**src/rtl/bram_client_pkg.sv**
```systemverilog
// Shared helpers for the single-port BRAM client: counter and pointer sizing.
package bram_client_pkg;

  function automatic int unsigned ptr_width(input int unsigned depth);
    return (depth <= 1) ? 1 : $clog2(depth);
  endfunction

  // Wide enough to hold the values 0..depth inclusive.
  function automatic int unsigned cnt_width(input int unsigned depth);
    return $clog2(depth + 1);
  endfunction

endpackage

```
**src/rtl/bram_client_rsp_fifo.sv**
```systemverilog
// In-order DEPTH-entry synchronous response FIFO with occupancy count.
// DEPTH need not be a power of two; pointers wrap explicitly at DEPTH-1.
module bram_client_rsp_fifo
  import bram_client_pkg::*;
#(
  parameter int unsigned DEPTH = 2,
  parameter int unsigned WIDTH = 33
) (
  input  logic                         clk,
  input  logic                         rst_n,
  input  logic                         push,
  input  logic [WIDTH-1:0]             push_data,
  input  logic                         pop,
  output logic [WIDTH-1:0]             head,
  output logic [cnt_width(DEPTH)-1:0]  count
);

  localparam int unsigned PW = ptr_width(DEPTH);
  localparam int unsigned CW = cnt_width(DEPTH);

  logic [WIDTH-1:0] mem [DEPTH];
  logic [PW-1:0]    wr_ptr;
  logic [PW-1:0]    rd_ptr;

  function automatic logic [PW-1:0] bump(input logic [PW-1:0] p);
    return (p == PW'(DEPTH - 1)) ? '0 : p + PW'(1);
  endfunction

  always_ff @(posedge clk) begin
    if (push) mem[wr_ptr] <= push_data;
  end

  always_ff @(posedge clk or negedge rst_n) begin
    if (!rst_n) begin
      wr_ptr <= '0;
      rd_ptr <= '0;
      count  <= '0;
    end else begin
      if (push) wr_ptr <= bump(wr_ptr);
      if (pop)  rd_ptr <= bump(rd_ptr);
      case ({push, pop})
        2'b10:   count <= count + CW'(1);
        2'b01:   count <= count - CW'(1);
        default: count <= count;
      endcase
    end
  end

  assign head = mem[rd_ptr];

  // Upstream credit accounting must make a push into a full FIFO impossible.
  a_no_push_when_full: assert property (@(posedge clk) disable iff (!rst_n)
    !(push && count == CW'(DEPTH)));

endmodule

```
**src/rtl/bram_1rw_client.sv**
```systemverilog
// Valid/ready request adapter for a single-port BRAM with in-order response FIFO.
// Define BRAM_CLIENT_WRACK_EN to make writes return an in-order ack (rdata=0).
module bram_1rw_client
  import bram_client_pkg::*;
#(
  parameter int unsigned ADDR_WIDTH = 10,
  parameter int unsigned DATA_WIDTH = 32,
  parameter int unsigned RSP_DEPTH  = 2
) (
  input  logic                  CLK,
  input  logic                  RST_N,
  input  logic                  req_valid,
  output logic                  req_ready,
  input  logic                  req_write,
  input  logic [ADDR_WIDTH-1:0] req_addr,
  input  logic [DATA_WIDTH-1:0] req_wdata,
  output logic                  rsp_valid,
  input  logic                  rsp_ready,
  output logic [DATA_WIDTH-1:0] rsp_rdata,
  output logic                  bram_ena,
  output logic                  bram_wea,
  output logic [ADDR_WIDTH-1:0] bram_addra,
  output logic [DATA_WIDTH-1:0] bram_dina,
  input  logic [DATA_WIDTH-1:0] bram_douta
);

  typedef struct packed {
    logic [DATA_WIDTH-1:0] rdata;
    logic                  is_ack;
  } rsp_entry_t;

  localparam int unsigned CW = cnt_width(RSP_DEPTH);
  localparam int unsigned UW = cnt_width(RSP_DEPTH + 1);

  logic [CW-1:0] occupancy;
  logic [UW-1:0] used;
  logic          pop;
  logic          fire;
  logic          infl_valid;
  logic          infl_is_wr;
  rsp_entry_t    push_entry;
  rsp_entry_t    head_entry;

`ifdef BRAM_CLIENT_WRACK_EN
  always_ff @(posedge CLK or negedge RST_N) begin
    if (!RST_N) begin
      infl_valid <= 1'b0;
      infl_is_wr <= 1'b0;
    end else begin
      infl_valid <= fire;
      infl_is_wr <= fire && req_write;
    end
  end
`else
  always_ff @(posedge CLK or negedge RST_N) begin
    if (!RST_N) infl_valid <= 1'b0;
    else        infl_valid <= fire && !req_write;
  end

  assign infl_is_wr = 1'b0;
`endif

  always_comb begin
    pop       = rsp_valid && rsp_ready;
    // A slot freed by this cycle's pop can be re-granted immediately.
    used      = UW'(occupancy) + UW'(infl_valid) - UW'(pop);
    req_ready = RST_N && (used < UW'(RSP_DEPTH));
    fire      = req_valid && req_ready;

    bram_ena   = fire;
    bram_wea   = fire && req_write;
    bram_addra = req_addr;
    bram_dina  = req_wdata;

    push_entry.rdata  = infl_is_wr ? '0 : bram_douta;
    push_entry.is_ack = infl_is_wr;

    rsp_valid = (occupancy != '0);
    rsp_rdata = (rsp_valid && !head_entry.is_ack) ? head_entry.rdata : '0;
  end

  bram_client_rsp_fifo #(
    .DEPTH (RSP_DEPTH),
    .WIDTH ($bits(rsp_entry_t))
  ) u_rsp_fifo (
    .clk       (CLK),
    .rst_n     (RST_N),
    .push      (infl_valid),
    .push_data (push_entry),
    .pop       (pop),
    .head      (head_entry),
    .count     (occupancy)
  );

endmodule

```
**config.mk**
```make
export PLATFORM = sky130hd
export DESIGN_NAME = bram_1rw_client
export DESIGN_NICKNAME = d
export VERILOG_FILES = /design/src/rtl/bram_client_pkg.sv /design/src/rtl/bram_client_rsp_fifo.sv /design/src/rtl/bram_1rw_client.sv
export SDC_FILE = /design/constraint.sdc
export NUM_CORES = 1
export LEC_CHECK = 0
export ABC_AREA = 1
export CAP_MARGIN = 10
export CORE_ASPECT_RATIO = 1.25
export CORE_MARGIN = 3
export CORE_UTILIZATION = 36
export DETAILED_ROUTE_END_ITERATION = 16
export HOLD_SLACK_MARGIN = 0.15
export PLACE_DENSITY = 0.78
export SKIP_LAST_GASP = 1
export SLEW_MARGIN = 20
export SYNTH_ARGS = -nofsm -noshare
export SYNTH_HDL_FRONTEND = slang
export SYNTH_SLANG_ARGS = --single-unit
export TNS_END_PERCENT = 30
```
**constraint.sdc**
```tcl
create_clock -name CLK -period 2.4 [get_ports CLK]
set_clock_uncertainty 0.1 [all_clocks]
set_input_delay 0.24 -clock CLK [delete_from_list [all_inputs] [get_ports CLK]]
set_output_delay 0.24 -clock CLK [all_outputs]
set_load 0.05 [all_outputs]
```
# Word-level counts from Yosys, hierarchy flattened
# Memories as Yosys holds them, arrays and structs flattened.
# Cells that the tools add are included.
# op_classes
addsub	6
order_cmp	1
n_eq_ne	2
muxes	6
reduce_logical	10
# ops
operator	count
2-to-1 mux 32 bit	1
logical AND 1 bit	6
2-to-1 mux 1 bit	4
case mux 2 bit (2 select lines)	1
nonzero test 2 bit	2
adder 1 bit, second input constant	2
adder 2 x 1 -> 2 bit	1
adder 2 x 1 -> 2 bit, second input constant	1
equality test 2 x 1 -> 1 bit, second input constant	1
equality test 2 bit, second input constant	1
less-than comparator 2 bit, second input constant	1
subtractor 2 x 1 -> 2 bit	1
subtractor 2 x 1 -> 2 bit, second input constant	1
zero test 1 bit	1
zero test 1 bit, first input constant	1
# totals
ff_bits	5
ramBits	64
inputBits	79
out_inout_bits	78
elab_cells	30
mem_count	1
# memory_table
memory	words	width	rd	rd_ports_with_merged_regs	write_ports	line_no	source
u_rsp_fifo.mem	2	32	1	0	1	bram_client_rsp_fifo.sv:21	logic [WIDTH-1:0] mem [DEPTH];

# Logic depth before layout (Yosys ltp)
# Gate-level depths: netlist of run 1.
# depth
depth_word	7
mapped_depth	6
ltp_nobuf	5

# Hierarchy
# From an unflattened synthesis of run 1, not the netlist that was laid out.
# hier_totals
hier_cells	330
area_unflattened_um2	3409.5
# modules_own_cells
module	instances	cells_each	area_per_inst_um2	seq_area_each_um2
bram_client_rsp_fifo	1	194	2647.5	2082.0
bram_1rw_client	1	136	762.0	25.0

# Worst setup path before layout of run 1
# Ideal clock, no wire load.
# synth_path
path_type	reg2reg
start	register infl_valid
end	memory u_rsp_fifo.mem[0][0] (netlist bit), enable pin
setup_ns	0.421
t_arrival_ns	1.868
t_required_ns	1.879
setup_slack_ns	0.011
stages_incl_launch_ff	4
path_buffers	1
period_less_slack_ns	2.389
path_cell_list	dfrtp_1 -> buf_4 -> clkinv_1 -> nor2_1
# synth_via
elab_chain_len	2
# synth_lines
element	line_no	source
start: declaration	bram_1rw_client.sv:39	logic infl_valid;
start signal: assignment	bram_1rw_client.sv:57	else infl_valid <= fire && !req_write;
2-to-1 mux 1 bit	bram_client_rsp_fifo.sv:30	if (push) mem[wr_ptr] <= push_data;
2-to-1 mux 1 bit (not written as such)	bram_client_rsp_fifo.sv:30	
end: declaration	bram_client_rsp_fifo.sv:21	
# No other way between the ends.

# Final worst setup path of run 1
# layout_path
start	register u_rsp_fifo.rd_ptr
end	output port rsp_rdata[1]
# layout_via
elab_chain_len	2
# layout_lines
element	line_no	source
start: declaration	bram_client_rsp_fifo.sv:23	logic [PW-1:0] rd_ptr;
start signal: assignment	bram_client_rsp_fifo.sv:40	if (pop) rd_ptr <= bump(rd_ptr);
memory read (2 x 32 bit)	n/a	
2-to-1 mux 32 bit	bram_1rw_client.sv:79	rsp_rdata = (rsp_valid && !head_entry.is_ack) ? head_entry.rdata : '0;
end: declaration	bram_1rw_client.sv:19	output logic [DATA_WIDTH-1:0] rsp_rdata,
# No other way between the ends.

==> impl_metrics.yaml, run 1 <==
cts:
  clkTransAtPathRegs_ns: 0.06
  clk_latency_ns: 0.33
  htreeDepth: 3
  clock_path_buffers: 2
  cts_tree: "done"
  cts.sinks: 69
  cts_buffers: 9
  root_buffer: "clkbuf_8"
yosys:
  yosysTopAreaCell: "edfxtp_1"
  yosys.area.top_type_share: 0.645
  async_flop_share: 0.0725
  synth_cells: 246
  synth.net_count: 325
  synth_edf_count: 64
  synth.avg_cell_area_sq_um: 12.1
  yosysWarnings: 0
  synth_area_sq_mm: 0.00298
  ys_ff_latch: 69
  yosys-top-cells-area: "edfxtp_1 64%, buf_4 12%, nand2_1 8.3%"
  synth_cell_types: 18
  ys_seq_area_frac: 0.687
  synth_flop_cell: "edfxtp_1"
cells_and_area:
  n_fill_cell: 712
  nets: 361
  final_cells: 382
  drive_gt1_frac: 0.213
  final_common_cell: "nand2_1"
  area_growth_pct: 22.7
  final_core_util: 0.462
  antennaDiodeCount: 0
  final_cell_mix: "66 x nand2_1, 64 x edfxtp_1, 37 x buf_4"
hold_path:
  min_path_type: "primary input to flip-flop"
  hp-start: "req_write"
  min_path_cells: 2
placed_design:
  gp_congestion: 0.737
  place_inst: 365
  post-place-ws_ns: 0.555
  portBuffers: 72
  dp_hpwl_um: 4630
setup_path:
  crit_path_end_kind: "primary output"
  worstSetupPathType: "flip-flop to primary output"
  cp.required_ns: 2.06
  startpoint: "u_rsp_fifo.rd_ptr$_DFFE_PN0P_"
  reg2reg_depth: 3
  crit_fanout: 32
  start_kind: "flip-flop"
  r2r_start: "infl_valid$_DFF_PN0_"
  worstPathArrival_ns: 1.77
power_and_ir_drop:
  powerDensity_mw_per_mm2: 965
  sw_frac_of_total: 0.346
  power_switching_mw: 1.22
  peakVddDrop_uv: 696
  pwr-share-seq: 0.409
  leakagePower_nw: 1.41
  clock_power_share: 0.278
  pwr-share-comb: 0.314
  p_int_mw: 2.31
grt:
  track_usage: 0.144
  grt_pass1_wl_um: 9760
  grt_pass1_vias: 1849
  grt_start_max_net_pins: 33
  antenna_found_initial: 0
  grt_overflow: 0
floorplanning:
  floorplan.rows: 36
  io_pins: 157
  chipWidth_um: 87.4
  start_util: 0.376
  die-area_sq_mm: 0.00942
  die_h_um: 108
  core_area_sq_mm: 0.00793
routing:
  drt_iter0_markers: 113
  num_vias: 1836
  drt-total-wl_um: 6600
  via_per_inst: 4.81
  wl_per_cell_um: 17.3
  ant_nets: 0
  drc: 0
  drtPass1Iterations: 4
timing:
  setup_slack_ns: 0.292
  worst_slew_margin_rel: 0.668
  tns_ns: 0
  fin_crit_sh: 0.878
  hold_viol: 0
  worst_pin_slew_ns: 0.497
  period_needed_ns: 2.11
  fmax_ghz: 0.474
  rsz0062_at_grt: "no"
  drv_slew: 0
  setup_viol: 0
status:
  status: "finished, final reports clean"
flow_run:
  drv_cap: 0
## per-layer routing
layer | share of wire | track usage | up-vias
li1 | - | - | 861
met1 | 0.35 | 0.147 | 848
met2 | 0.50 | 0.231 | 75
met3 | 0.072 | 0.0413 | 52
met4 | 0.075 | 0.129 | 0
met5 | 0 | 0 | -
## critical path, stage by stage (launching register included)
cell	delay, ns
dfrtp_1	0.38
buf_4	0.18
clkinv_2	0.33
nand2_1	0.12
a21oi_1	0.19
buf_4	0.23
## sequential cells by signal, indices dropped and copies added, names as in the netlist
signal,count
infl_valid,1
u_rsp_fifo.rd_ptr,1
u_rsp_fifo.wr_ptr,1
u_rsp_fifo.mem,64
u_rsp_fifo.count,2
## Yosys cell counts (3+ instances only)
cell / number
xor2_1: 3
edfxtp_1: 64
dfrtp_1: 5
nand3_1: 3
buf_4: 47
a21oi_1: 32
nor2_1: 5
nand2_1: 66
buf_2: 6
inv_1: 7
## power by group through the flow
stage / Combinational, mW / Clock [mW] / Sequential (mW)
after CTS: 1.13 / 1.00 / 1.44
after floorplan: 0.975 / 0 / 1.46
after global routing: 1.20 / 1.06 / 1.45
final: 1.11 / 0.981 / 1.44
after detailed placement: 1.12 / 0 / 1.47
after global placement: 1.10 / 0 / 1.46
## kinds of logic (layout without fill, tap and decap cells)
| group | Yosys count | count (layout) | share of synthesized area |
|---|---|---|---|
| DFF | 69 | 69 | 0.687 |
| xor gates and xnor gates | 3 | 3 | 0.00881 |
| and+or+nand+nor | 78 | 78 | 0.108 |
| AOI/OAI and AO/OA | 33 | 33 | 0.0554 |
| buffers and inverters | 63 | 104 | 0.141 |
## final cells by class
type,count,area [sq um],area share
inverters,10,38.8,0.0106
multi-input cells,114,520,0.142
well taps,95,119,0.0325
clock inverters,5,75.1,0.0205
flip-flops and latches,69,2050,0.559
repair buffers,78,728,0.199
clock buffers,11,131,0.0359
## path summary, 6_finish.rpt
check                                                  end  slack [ns]
setup / recovery                              rsp_rdata[1]        0.29
hold / removal                        infl_valid$_DFF_PN0_        0.37
setup reg to reg           u_rsp_fifo.mem[0][19]$_DFFE_PP_        0.80
min in group asynchronous    u_rsp_fifo.wr_ptr$_DFFE_PN0P_        0.74
max in group asynchronous  u_rsp_fifo.count[1]$_DFFE_PN0P_        1.25
hold reg to reg              u_rsp_fifo.wr_ptr$_DFFE_PN0P_        0.45
## stage by stage
stage | area, sq um | hold slack, ns | power [mW]
2_1_floorplan | 2980 | -0.156 | 2.43
3_3_place_gp | 3440 | 0.381 | 2.57
3_5_place_dp | 3440 | 0.381 | 2.59
4_1_cts | 3660 | 0.341 | 3.57
5_1_grt | 3660 | 0.359 | 3.71
6_report | 3660 | 0.371 | 3.53
## timing repair
item | in CTS | in global routing
gates resized for setup | 0 | 0
endpoints found under the hold margin | 5 | 5
hold buffers | 1 | 1
setup endpoints to repair | 0 | 1
setup buffers | 0 | 0
Note: power is estimated with default switching activity, not from simulation.
==> run 2, diff against run 1 <==
--- a/config.mk
+++ b/config.mk
@@ -7,12 +7,14 @@
 export LEC_CHECK = 0
 export ABC_AREA = 1
 export CAP_MARGIN = 10
+export CELL_PAD_IN_SITES_DETAIL_PLACEMENT = 1
+export CELL_PAD_IN_SITES_GLOBAL_PLACEMENT = 1
 export CORE_ASPECT_RATIO = 1.25
 export CORE_MARGIN = 3
-export CORE_UTILIZATION = 36
+export CORE_UTILIZATION = 26
 export DETAILED_ROUTE_END_ITERATION = 16
-export HOLD_SLACK_MARGIN = 0.15
-export PLACE_DENSITY = 0.78
+export PLACE_DENSITY = 0.76
+export RECOVER_POWER = 100
 export SKIP_LAST_GASP = 1
 export SLEW_MARGIN = 20
 export SYNTH_ARGS = -nofsm -noshare
==> impl_metrics.yaml, run 2 (synthesis results as in run 1) <==
routing:
  drt_iter0_markers: 98
  ant_nets: 0
  drc: 0
  wl_per_cell_um: 16.6
  drt-total-wl_um: 7000
  drtPass1Iterations: 4
  num_vias: 1871
  via_per_inst: 4.43
timing:
  hold_viol: 0
  rsz0062_at_grt: "no"
  holdWs_ns: 0.132
  worst_slew_margin_rel: 0.579
  period_needed_ns: 2.13
  fmax_ghz: 0.470
  drv_slew: 0
  fin_crit_sh: 0.887
  setup_viol: 0
  tns_ns: 0
  worst_pin_slew_ns: 0.631
cells_and_area:
  final_cell_mix: "66 x nand2_1, 64 x edfxtp_1, 34 x clkbuf_2"
  reg.largest.list: "u_rsp_fifo.mem x64, u_rsp_fifo.count x2"
  drive_gt1_frac: 0.199
  largest_register_ffs: 64
  final_common_cell: "nand2_1"
  area_growth_pct: 21.8
  nets: 360
  regMostFlops: "u_rsp_fifo.mem"
  n_fill_cell: 1197
placed_design:
  dp_hpwl_um: 4800
  portBuffers: 72
  gp_congestion: 0.736
grt:
  antenna_found_initial: 2
  grt_overflow: 0
  grt_pass1_wl_um: 10600
  track_usage: 0.111
  grt_pass1_vias: 2064
  grt_start_max_net_pins: 33
power_and_ir_drop:
  peakVddDrop_uv: 364
  powerDensity_mw_per_mm2: 1010
  leakagePower_nw: 1.40
cts:
  cts.sinks: 69
  cts_buffers: 9
  cts_resized: 0
  clk_latency_ns: 0.32
  clock_path_buffers: 2
  holdBufCountCts: 0
  post_cts_buffers: 0
  root_buffer: "clkbuf_16"
  htreeDepth: 3
  cts_tree: "done"
  clkTransAtPathRegs_ns: 0.05
setup_path:
  cp.required_ns: 2.06
  worstSetupPathType: "flip-flop to primary output"
  crit_fanout: 6
  r2r_setup_slack_ns: 0.36
  cp_common_cell: "nand3_1"
  worstPathArrival_ns: 1.79
  start_kind: "flip-flop"
  critPathMaxStageDelay_ns: 0.46
  path_cells: "clkinv_1 > nand3_1 > nand3_1 > nand4_1 > nor2_1 > dlymetal6s2s_1"
  slowest_stage: "dfrtp_1"
  crit_path_end_kind: "primary output"
status:
  status: "finished, final reports clean"
floorplanning:
  start_util: 0.268
  floorplan.rows: 43
  core_area_sq_mm: 0.0111
  die-area_sq_mm: 0.0128
  chipWidth_um: 102
  die_h_um: 126
  io_pins: 157
hold_path:
  min_path_type: "primary input to asynchronous set/reset pin"
flow_run:
  drv_cap: 0
## run 2: worst paths after layout
kind | from | endpoint | cells after the start
setup / recovery | infl_valid$_DFF_PN0_ | bram_wea | 6
hold / removal | RST_N | u_rsp_fifo.count[1]$_DFFE_PN0P_ | 1
setup reg to reg | infl_valid$_DFF_PN0_ | u_rsp_fifo.mem[0][16]$_DFFE_PP_ | 3
hold reg to reg | u_rsp_fifo.wr_ptr$_DFFE_PN0P_ | u_rsp_fifo.wr_ptr$_DFFE_PN0P_ | 1
max in group asynchronous | RST_N | infl_valid$_DFF_PN0_ | 1
min in group CLK | req_addr[2] | bram_addra[2] | 0
## run 2: metal layers
layer | vias to the layer above | share of wire | global-route usage | routed length, um
li1 | 860 | - | - | -
met1 | 888 | 0.34 | 0.109 | 2410
met2 | 63 | 0.49 | 0.180 | 3410
met3 | 58 | 0.096 | 0.0427 | 672
met4 | 2 | 0.069 | 0.0900 | 482
met5 | - | 0.0024 | 0 | 17
## run 2: power by group
part | leakage (nW) | switching [mW] | internal, mW | total (mW)
clock network | 0.119 | 0.476 | 0.688 | 1.16
logic | 0.637 | 0.798 | 0.245 | 1.04
registers | 0.645 | 0.0409 | 1.41 | 1.45
## run 2: through the flow
stage / instance area (sq um) / cells / utilization / total power, mW / setup WS (ns)
finish: 3630 / 422 / 0.326 / 3.66 / 0.270
global route: 3630 / 422 / 0.326 / 3.85 / 0.135
CTS: 3760 / 421 / 0.338 / 3.81 / 0.344
detailed placement: 3490 / 405 / 0.314 / 2.63 / 0.524
global placement: 3490 / 405 / 0.314 / 2.60 / 0.625
floorplan: 2980 / 246 / - / 2.43 / 0.0114
## run 2: cell type report
cell class                      instances  area [sq um]  share of cell area
Clock buffer                            9           225              0.0620
Multi-Input combinational cell        114           509               0.140
Tap cell                              135           169              0.0465
Antenna cell                            1          2.50            0.000689
Timing Repair Buffer                   77           597               0.164
Clock inverter                          7          42.5              0.0117
Inverter                               10          38.8              0.0107
Sequential cell                        69          2050               0.564
## run 2: critical path: cells and delay by family (launching register included)
kind / cells / cell delay [ns]
AND/OR/NAND/NOR: 4 / 0.45
flip-flops: 1 / 0.46
buffers and inverters: 2 / 0.57
